`src/rtl/l2_refill_controller_pkg.sv`:
```
// l2_refill_controller_pkg: shared state encoding and default widths for the L2 refill controller
package l2_refill_controller_pkg;
    localparam int L2C_ADDR_W = 11;
    localparam int L2C_DATA_W = 32;
    typedef enum logic [2:0] {
        L2C_IDLE    = 3'd0,
        L2C_LOOKUP  = 3'd1,
        L2C_MEM_REQ = 3'd2,
        L2C_PROMOTE = 3'd3,
        L2C_RESPOND = 3'd4
    } l2c_state_e;
endpackage

```
`src/rtl/l2_refill_controller_sat_counter.sv`:
```
// l2_ctrl_sat_counter: saturating event counter with synchronous clear
module l2_ctrl_sat_counter #(
    parameter int CNT_W = 16
) (
    input  logic             clk,
    input  logic             rst,
    input  logic             inc,
    output logic [CNT_W-1:0] cnt
);
    always_ff @(posedge clk) begin
        if (rst) cnt <= '0;
        else if (inc && cnt != '1) cnt <= cnt + {{(CNT_W-1){1'b0}}, 1'b1};
    end
endmodule

```
`src/rtl/l2_refill_controller.sv`:
```
// l2_refill_controller: one-outstanding L1 miss sequencer through L2 and memory; L2_CTRL_STATS_EN adds hit/miss counters
module l2_refill_controller
    import l2_refill_controller_pkg::*;
#(
    parameter int ADDR_W = L2C_ADDR_W,
    parameter int DATA_W = L2C_DATA_W
`ifdef L2_CTRL_STATS_EN
    , parameter int CNT_W = 16
`endif
) (
    input  logic              clk,
    input  logic              rst,
    input  logic              req_valid,
    input  logic [ADDR_W-1:0] req_addr,
    output logic              req_ready,
    output logic              resp_valid,
    output logic [DATA_W-1:0] resp_data,
    output logic              resp_from_mem,
    input  logic              resp_ready,
    output logic [ADDR_W-1:0] l2_address,
    output logic              l2_lookup,
    input  logic              l2_hit,
    input  logic              l2_miss,
    input  logic [DATA_W-1:0] l2_data,
    output logic              l2_promote,
    output logic [DATA_W-1:0] l2_promotion_data,
`ifdef L2_CTRL_STATS_EN
    output logic [CNT_W-1:0]  hit_cnt,
    output logic [CNT_W-1:0]  miss_cnt,
`endif
    output logic              mem_req,
    output logic [ADDR_W-1:0] mem_addr,
    input  logic              mem_ack,
    input  logic [DATA_W-1:0] mem_rdata
);
    l2c_state_e        state, state_n;
    logic [ADDR_W-1:0] addr_q;
    logic [DATA_W-1:0] data_q;
    logic              from_mem_q;
    logic              lookup_hit, lookup_miss;

    assign lookup_hit  = state == L2C_LOOKUP && l2_hit;
    assign lookup_miss = state == L2C_LOOKUP && !l2_hit && l2_miss;

    always_ff @(posedge clk) begin
        if (rst) begin
            state      <= L2C_IDLE;
            addr_q     <= '0;
            data_q     <= '0;
            from_mem_q <= 1'b0;
        end else begin
            state <= state_n;
            if (state == L2C_IDLE && req_valid) addr_q <= req_addr;
            if (lookup_hit) data_q <= l2_data;
            if (state == L2C_MEM_REQ && mem_ack) data_q <= mem_rdata;
            if (lookup_hit || lookup_miss) from_mem_q <= lookup_miss;
        end
    end

    always_comb begin
        state_n           = state;
        req_ready         = state == L2C_IDLE;
        l2_lookup         = state == L2C_LOOKUP;
        mem_req           = state == L2C_MEM_REQ;
        l2_promote        = state == L2C_PROMOTE;
        resp_valid        = state == L2C_RESPOND;
        resp_data         = data_q;
        resp_from_mem     = from_mem_q;
        l2_promotion_data = data_q;
        l2_address        = addr_q;
        mem_addr          = addr_q;
        case (state)
            L2C_IDLE:    state_n = req_valid ? L2C_LOOKUP : L2C_IDLE;
            L2C_LOOKUP:  state_n = l2_hit ? L2C_RESPOND : l2_miss ? L2C_MEM_REQ : L2C_LOOKUP;
            L2C_MEM_REQ: state_n = mem_ack ? L2C_PROMOTE : L2C_MEM_REQ;
            L2C_PROMOTE: state_n = L2C_RESPOND;
            L2C_RESPOND: state_n = resp_ready ? L2C_IDLE : L2C_RESPOND;
            default:     state_n = L2C_IDLE;
        endcase
    end

`ifdef L2_CTRL_STATS_EN
    l2_ctrl_sat_counter #(.CNT_W(CNT_W)) u_hit_cnt (
        .clk (clk),
        .rst (rst),
        .inc (lookup_hit),
        .cnt (hit_cnt)
    );
    l2_ctrl_sat_counter #(.CNT_W(CNT_W)) u_miss_cnt (
        .clk (clk),
        .rst (rst),
        .inc (lookup_miss),
        .cnt (miss_cnt)
    );
`endif
endmodule

```
`config.mk`:
```
export PLATFORM = sky130hd
export DESIGN_NAME = l2_refill_controller
export DESIGN_NICKNAME = d
export VERILOG_FILES = /design/src/rtl/l2_refill_controller_pkg.sv /design/src/rtl/l2_refill_controller_sat_counter.sv /design/src/rtl/l2_refill_controller.sv
export SDC_FILE = /design/constraint.sdc
export NUM_CORES = 1
export LEC_CHECK = 0
export CAP_MARGIN = 20
export CELL_PAD_IN_SITES_DETAIL_PLACEMENT = 0
export CELL_PAD_IN_SITES_GLOBAL_PLACEMENT = 1
export CORE_MARGIN = 2
export CORE_UTILIZATION = 26
export CTS_CLUSTER_DIAMETER = 50
export DETAILED_ROUTE_END_ITERATION = 12
export GPL_TIMING_DRIVEN = 0
export PLACE_DENSITY_LB_ADDON = 0.25
export SYNTH_ARGS = -nofsm -noshare
export SYNTH_HDL_FRONTEND = slang
export SYNTH_SLANG_ARGS = --single-unit
```
`constraint.sdc`:
```
create_clock -name clk -period 4.4 [get_ports clk]
set_clock_uncertainty 0.1 [all_clocks]
set_input_delay 0.88 -clock clk [delete_from_list [all_inputs] [get_ports clk]]
set_output_delay 0.88 -clock clk [all_outputs]
set_load 0.01 [all_outputs]
```
# Word-level counts from Yosys, hierarchy flattened

Cells that the tools add are included.

Register bits after elaboration: 47
Input bits: 82
Output and inout bits: 92
Logic and storage cells: 25

Eq/ne operators: 4
Muxes and demuxes: 8
Reduce and logical (&&, ||, !) cells: 9

Operators with widths:

| operator                                                              | count |
|---|---|
| 32-bit 2-to-1 mux                                                     | 2 |
| 3-bit one-hot mux with 5 select lines                                 | 1 |
| 3-bit by 2-bit equality test with 1-bit output, second input constant | 2 |
| 3-bit 2-to-1 mux                                                      | 2 |
| 1-bit logical AND                                                     | 5 |
| 3-bit by 1-bit equality test with 1-bit output, second input constant | 1 |
| 3-bit equality test, second input constant                            | 1 |
| 3-bit logical NOT                                                     | 1 |
| 1-bit 2-to-1 mux                                                      | 2 |
| 2-bit 2-to-1 mux                                                      | 1 |
| 2-bit nonzero test                                                    | 1 |
| 1-bit logical NOT                                                     | 1 |
| 1-bit logical OR                                                      | 1 |

# Logic depth before layout (Yosys ltp)

Depth after elaboration: 4
Gate-level depth with buffers: 6
Gate-level depth less buffers: 3

# Least setup slack after synthesis

OpenSTA, ideal clock, no wires.

Kind: input to register
From: in l2_hit
To: reg data_q[0], in the netlist l2_promotion_data[0]
Arrival time: 1.848 ns
Data required time: 4.211 ns
Setup slack: 2.363 ns
Stages on the path: 6
Path buffers: 3
Cell sequence: and4bb_1 -> buf_2 -> or2_1 -> buf_2 -> buf_6 -> a311oi_2

Cells in the longest elaborated chain, start to end: 2

Ends and longest elaborated chain:

| element                      | RTL line                   | source |
|---|---|---|
| start, declared              | l2_refill_controller.sv:22 | `input logic l2_hit,` |
| 1-bit logical AND            | l2_refill_controller.sv:42 | `assign lookup_hit = state == L2C_LOOKUP && l2_hit;` |
| 2-bit nonzero test (no line) | -                          |  |
| end signal, assigned         | l2_refill_controller.sv:54 | `if (lookup_hit) data_q <= l2_data;` |
| end signal, assigned         | l2_refill_controller.sv:55 | `if (state == L2C_MEM_REQ && mem_ack) data_q <= mem_rdata;` |
| end, declared                | l2_refill_controller.sv:38 | `logic [DATA_W-1:0] data_q;` |

Every way passes these cells.
A chain may end at the register's enable or synchronous reset.

# Worst setup path after layout

From: reg state[0]
To: out l2_lookup

Cells in the longest elaborated chain, start to end: 1

Ends and longest elaborated chain:

| element                                        | RTL line                   | source |
|---|---|---|
| start, declared                                | l2_refill_controller.sv:36 | `l2c_state_e state, state_n;` |
| start signal, assigned                         | l2_refill_controller.sv:52 | `state <= state_n;` |
| 3-bit by 1-bit equality test with 1-bit output | l2_refill_controller.sv:63 | `l2_lookup = state == L2C_LOOKUP;` |
| end, declared                                  | l2_refill_controller.sv:21 | `output logic l2_lookup,` |

Every way passes these cells.

==> reports/qor.tcl <==
set qor(synth_top_area_share) 0.363
set qor(grt_antenna_before_repair) 0
set qor(final-seq-area_um2) 941
set qor(layout.filler_cells) 1007
set qor(rrSetupSlack_ps) 2540
set qor(min_from) {l2_address[4]$_SDFFE_PP0P_}
set qor(drive_above_1_share) 0.192
set qor(holdCritPathClass) {flip-flop to flip-flop}
set qor(final_min_period_over_clock_period) 0.655
set qor(irDropWorstVdd_v) 0.000113
set qor(total_standard_cell_area_after_synthesis_um2) 2590
set qor(timing.max_cap.violations) 0
set qor(tightest_slew_ps) 748
set qor(numCtsBuffers) 5
set qor(hold_viol_final) 0
set qor(worst_ep_arrival_time_ps) 1900
set qor(synth_flop_cell) {sky130_fd_sc_hd__dfxtp_1}
set qor(clock_latency_ps) 290
set qor(synth_nets) 386
set qor(placedInstanceArea_um2) 4480
set qor(yosysMostFrequentCell) {sky130_fd_sc_hd__nand2_1}
set qor(pin_count) 174
set qor(gp_routability_congestion) 0.727
set qor(syn_to_final_growth_pct) 76.1
set qor(synth_fa_ha_area_frac) 0
set qor(fp.dieArea_um2) 10800
set qor(critical_path.reg2reg.startpoint) {state[0]$_SDFF_PP0_}
set qor(grt_start_max_net_pins) 15
set qor(die_width_um) 104
set qor(worst-endpoint-required_ps) 3420
set qor(whs_endpoint) {l2_address[4]$_SDFFE_PP0P_}
set qor(synth-xor-area-share) 0
set qor(ys_top_cells_by_area) {sky130_fd_sc_hd__dfxtp_1 36%, sky130_fd_sc_hd__a311oi_2 17%, sky130_fd_sc_hd__buf_4 13%, sky130_fd_sc_hd__nand2_1 12%, sky130_fd_sc_hd__nor3_1 6.8%}
set qor(outcome) {complete, no violations}
set qor(cts.root.buffer_cell) {sky130_fd_sc_hd__clkbuf_8}
set qor(drt-wirelength-per-cell_um) 13.7
set qor(cts-resized-gates) 0
set qor(crit_path_max_fanout) 10
set qor(cts-root-to-sink-buffers) 2
set qor(route.detailed.vias_per_inst) 4.40
set qor(post-cts-setup-buffers) 0
set qor(clock.fmax_mhz) 347
set qor(h-tree-depth) 2
set qor(whs_path_depth) 2
set qor(main_combinational_cell_family_by_area_after_synthesis) {simple AND/OR/NAND/NOR gates}
set qor(cp-start-kind) {flip-flop}
set qor(count_of_synthesis_stage_warnings_from_yosys) 0
set qor(yosys.area.top_type) {sky130_fd_sc_hd__dfxtp_1}
set qor(drt_pass1_iterations) 4
set qor(synth_mux_area_frac) 0
set qor(crit_path_end_kind) {output pin}
set qor(timing_worst_setup_path_type) {flip-flop to output pin}
set qor(multiInputGateArea_um2) 1180
set qor(route.antenna.remaining_nets) 0
set qor(post-route-min-period_ps) 2880
set qor(clock-sinks) 47
set qor(slew_viol_final) 0
set qor(finish.net_count) 565
set qor(clock_tree_from_tritoncts) {yes}
set qor(antenna_cells) 0
set qor(initial_cell_density_of_the_core) 0.266
set qor(dr.first_iter.drc_count) 46
set qor(r2r_end) {l2_promotion_data[10]$_SDFFE_PP0P_}
set qor(pwr_density_cell_nw_per_um2) 247
set qor(mean_instance_size_in_the_synthesized_netlist_um2) 8.53
set qor(floorplan.core_area_um2) 9730
set qor(grt.total_usage) 0.150
set qor(synthCells) 304
set qor(number_of_distinct_library_cells_after_synthesis) 24
set qor(synth_edf_count) 0
set qor(synth-seq-cells) 47
set qor(setup_tns_ps) 0
set qor(max-slew-margin-rel) 0.502
set qor(setup_viol) 0
set qor(r2r_cells) 5
set qor(grt_pass1_vias) 2600
set qor(globalRouteOverflowTotal) 0
set qor(die_h_um) 104
set qor(ys_async_sr_fraction) 0
set qor(drcViolationCount) 0
set qor(cts.reportedPaths.clkPinSlew_ps) 90
set qor(synth_commonest_cells) {86 x sky130_fd_sc_hd__nand2_1, 47 x sky130_fd_sc_hd__dfxtp_1, 44 x sky130_fd_sc_hd__buf_4}
set qor(dpl_hpwl_mm) 6.43
set qor(wire_length_of_the_first_global_routing_pass_mm) 13.2
set qor(cellLeakagePower_nw) 1.70
set qor(holdBufCountCts) 0
set qor(num_vias) 2717
set qor(io_buffers) 172
set qor(rsz0062_at_grt) {false}
set qor(routed_wirelength_mm) 8.43
set qor(fin_area_um2) 4560
set qor(synth_simple_gate_area_share) 0.243
set qor(synth.yosys.seq_area_share) 0.363
set qor(row_count) 36
set qor(compound_gate_portion_of_the_synthesized_area) 0.214
[routing by layer]
metal	vias up	track usage	wire (µm)
met2	105	0.258	4050
li1	1367	-	-
met3	12	0.0420	542
met4	0	0.0531	195
met5	-	0	0
met1	1233	0.179	3640
[state kept, by name, indices dropped and copies added, names as in the netlist]
name	cells
state	3
l2_promotion_data	32
l2_address	11
resp_from_mem	1
[power by group]
| group | internal [mW] | switching [mW] |
|---|---|---|
| Sequential | 0.457 | 0.0251 |
| Combinational | 0.244 | 0.144 |
| Clock | 0.109 | 0.150 |
| Total | 0.810 | 0.319 |
[critical path, stage by stage, from the launching register on]
cell and delay [ps]:
sky130_fd_sc_hd__dfxtp_1 420, sky130_fd_sc_hd__clkbuf_1 320, sky130_fd_sc_hd__nor3b_1 290, sky130_fd_sc_hd__clkdlybuf4s50_1 580
[cell usage in the layout (no fill, tap or decap), drive strengths merged]
master	instances
clkbuf	22
or3b	1
nor3b	4
nor4b	1
or4b	1
a31oi	1
and4bb	2
buf	55
clkdlybuf4s50	172
dfxtp	47
a311oi	32
a21oi	13
a211oi	1
clkinv	3
or2	1
and3b	1
o21bai	1
nor2b	2
nand2b	1
nor2	1
nand4bb	1
nand2	86
nor3	35
[how the worst max path moves through the flow]
| stage | from | endpoint | slack, ps | cells past startpoint |
|---|---|---|---|---|
| 2_1_floorplan | l2_hit | l2_promotion_data[0]$_SDFFE_PP0P_ | 2360 | 6 |
| 3_3_place_gp | mem_ack | l2_promotion_data[20]$_SDFFE_PP0P_ | 1620 | 6 |
| 3_5_place_dp | mem_ack | l2_promotion_data[10]$_SDFFE_PP0P_ | 1600 | 6 |
| 4_1_cts | state[0]$_SDFF_PP0_ | l2_lookup | 1490 | 3 |
| 5_1_grt | state[2]$_SDFF_PP0_ | resp_valid | 1350 | 3 |
| 6_report | state[0]$_SDFF_PP0_ | l2_lookup | 1520 | 3 |
[logic make-up after synthesis]
family                 Yosys count
DFF                             47
AOI/OAI and AO/OA               48
and+or+nand+nor                137
buffers and inverters           72
[metrics by stage]
| stage | utilization | instances | total power [mW] | hold slack, ps | setup slack [ps] |
|---|---|---|---|---|---|
| 2_1_floorplan | - | 304 | 0.667 | 393 | 2360 |
| 3_3_place_gp | 0.461 | 609 | 0.878 | 359 | 1620 |
| 3_5_place_dp | 0.461 | 609 | 0.884 | 365 | 1600 |
| 4_1_cts | 0.469 | 617 | 1.15 | 378 | 1490 |
| 5_1_grt | 0.469 | 617 | 1.19 | 405 | 1350 |
| 6_report | 0.469 | 617 | 1.13 | 374 | 1520 |
[final cells by class]
cell class | count | share of cell area
repair buffers | 172 | 0.377
multi-input cells | 185 | 0.259
flip-flops and latches | 47 | 0.206
plain buffers | 72 | 0.103
well taps | 133 | 0.0365
clock buffers | 5 | 0.0151
clock inverters | 3 | 0.00329
Power figures use the tool's default switching activity.
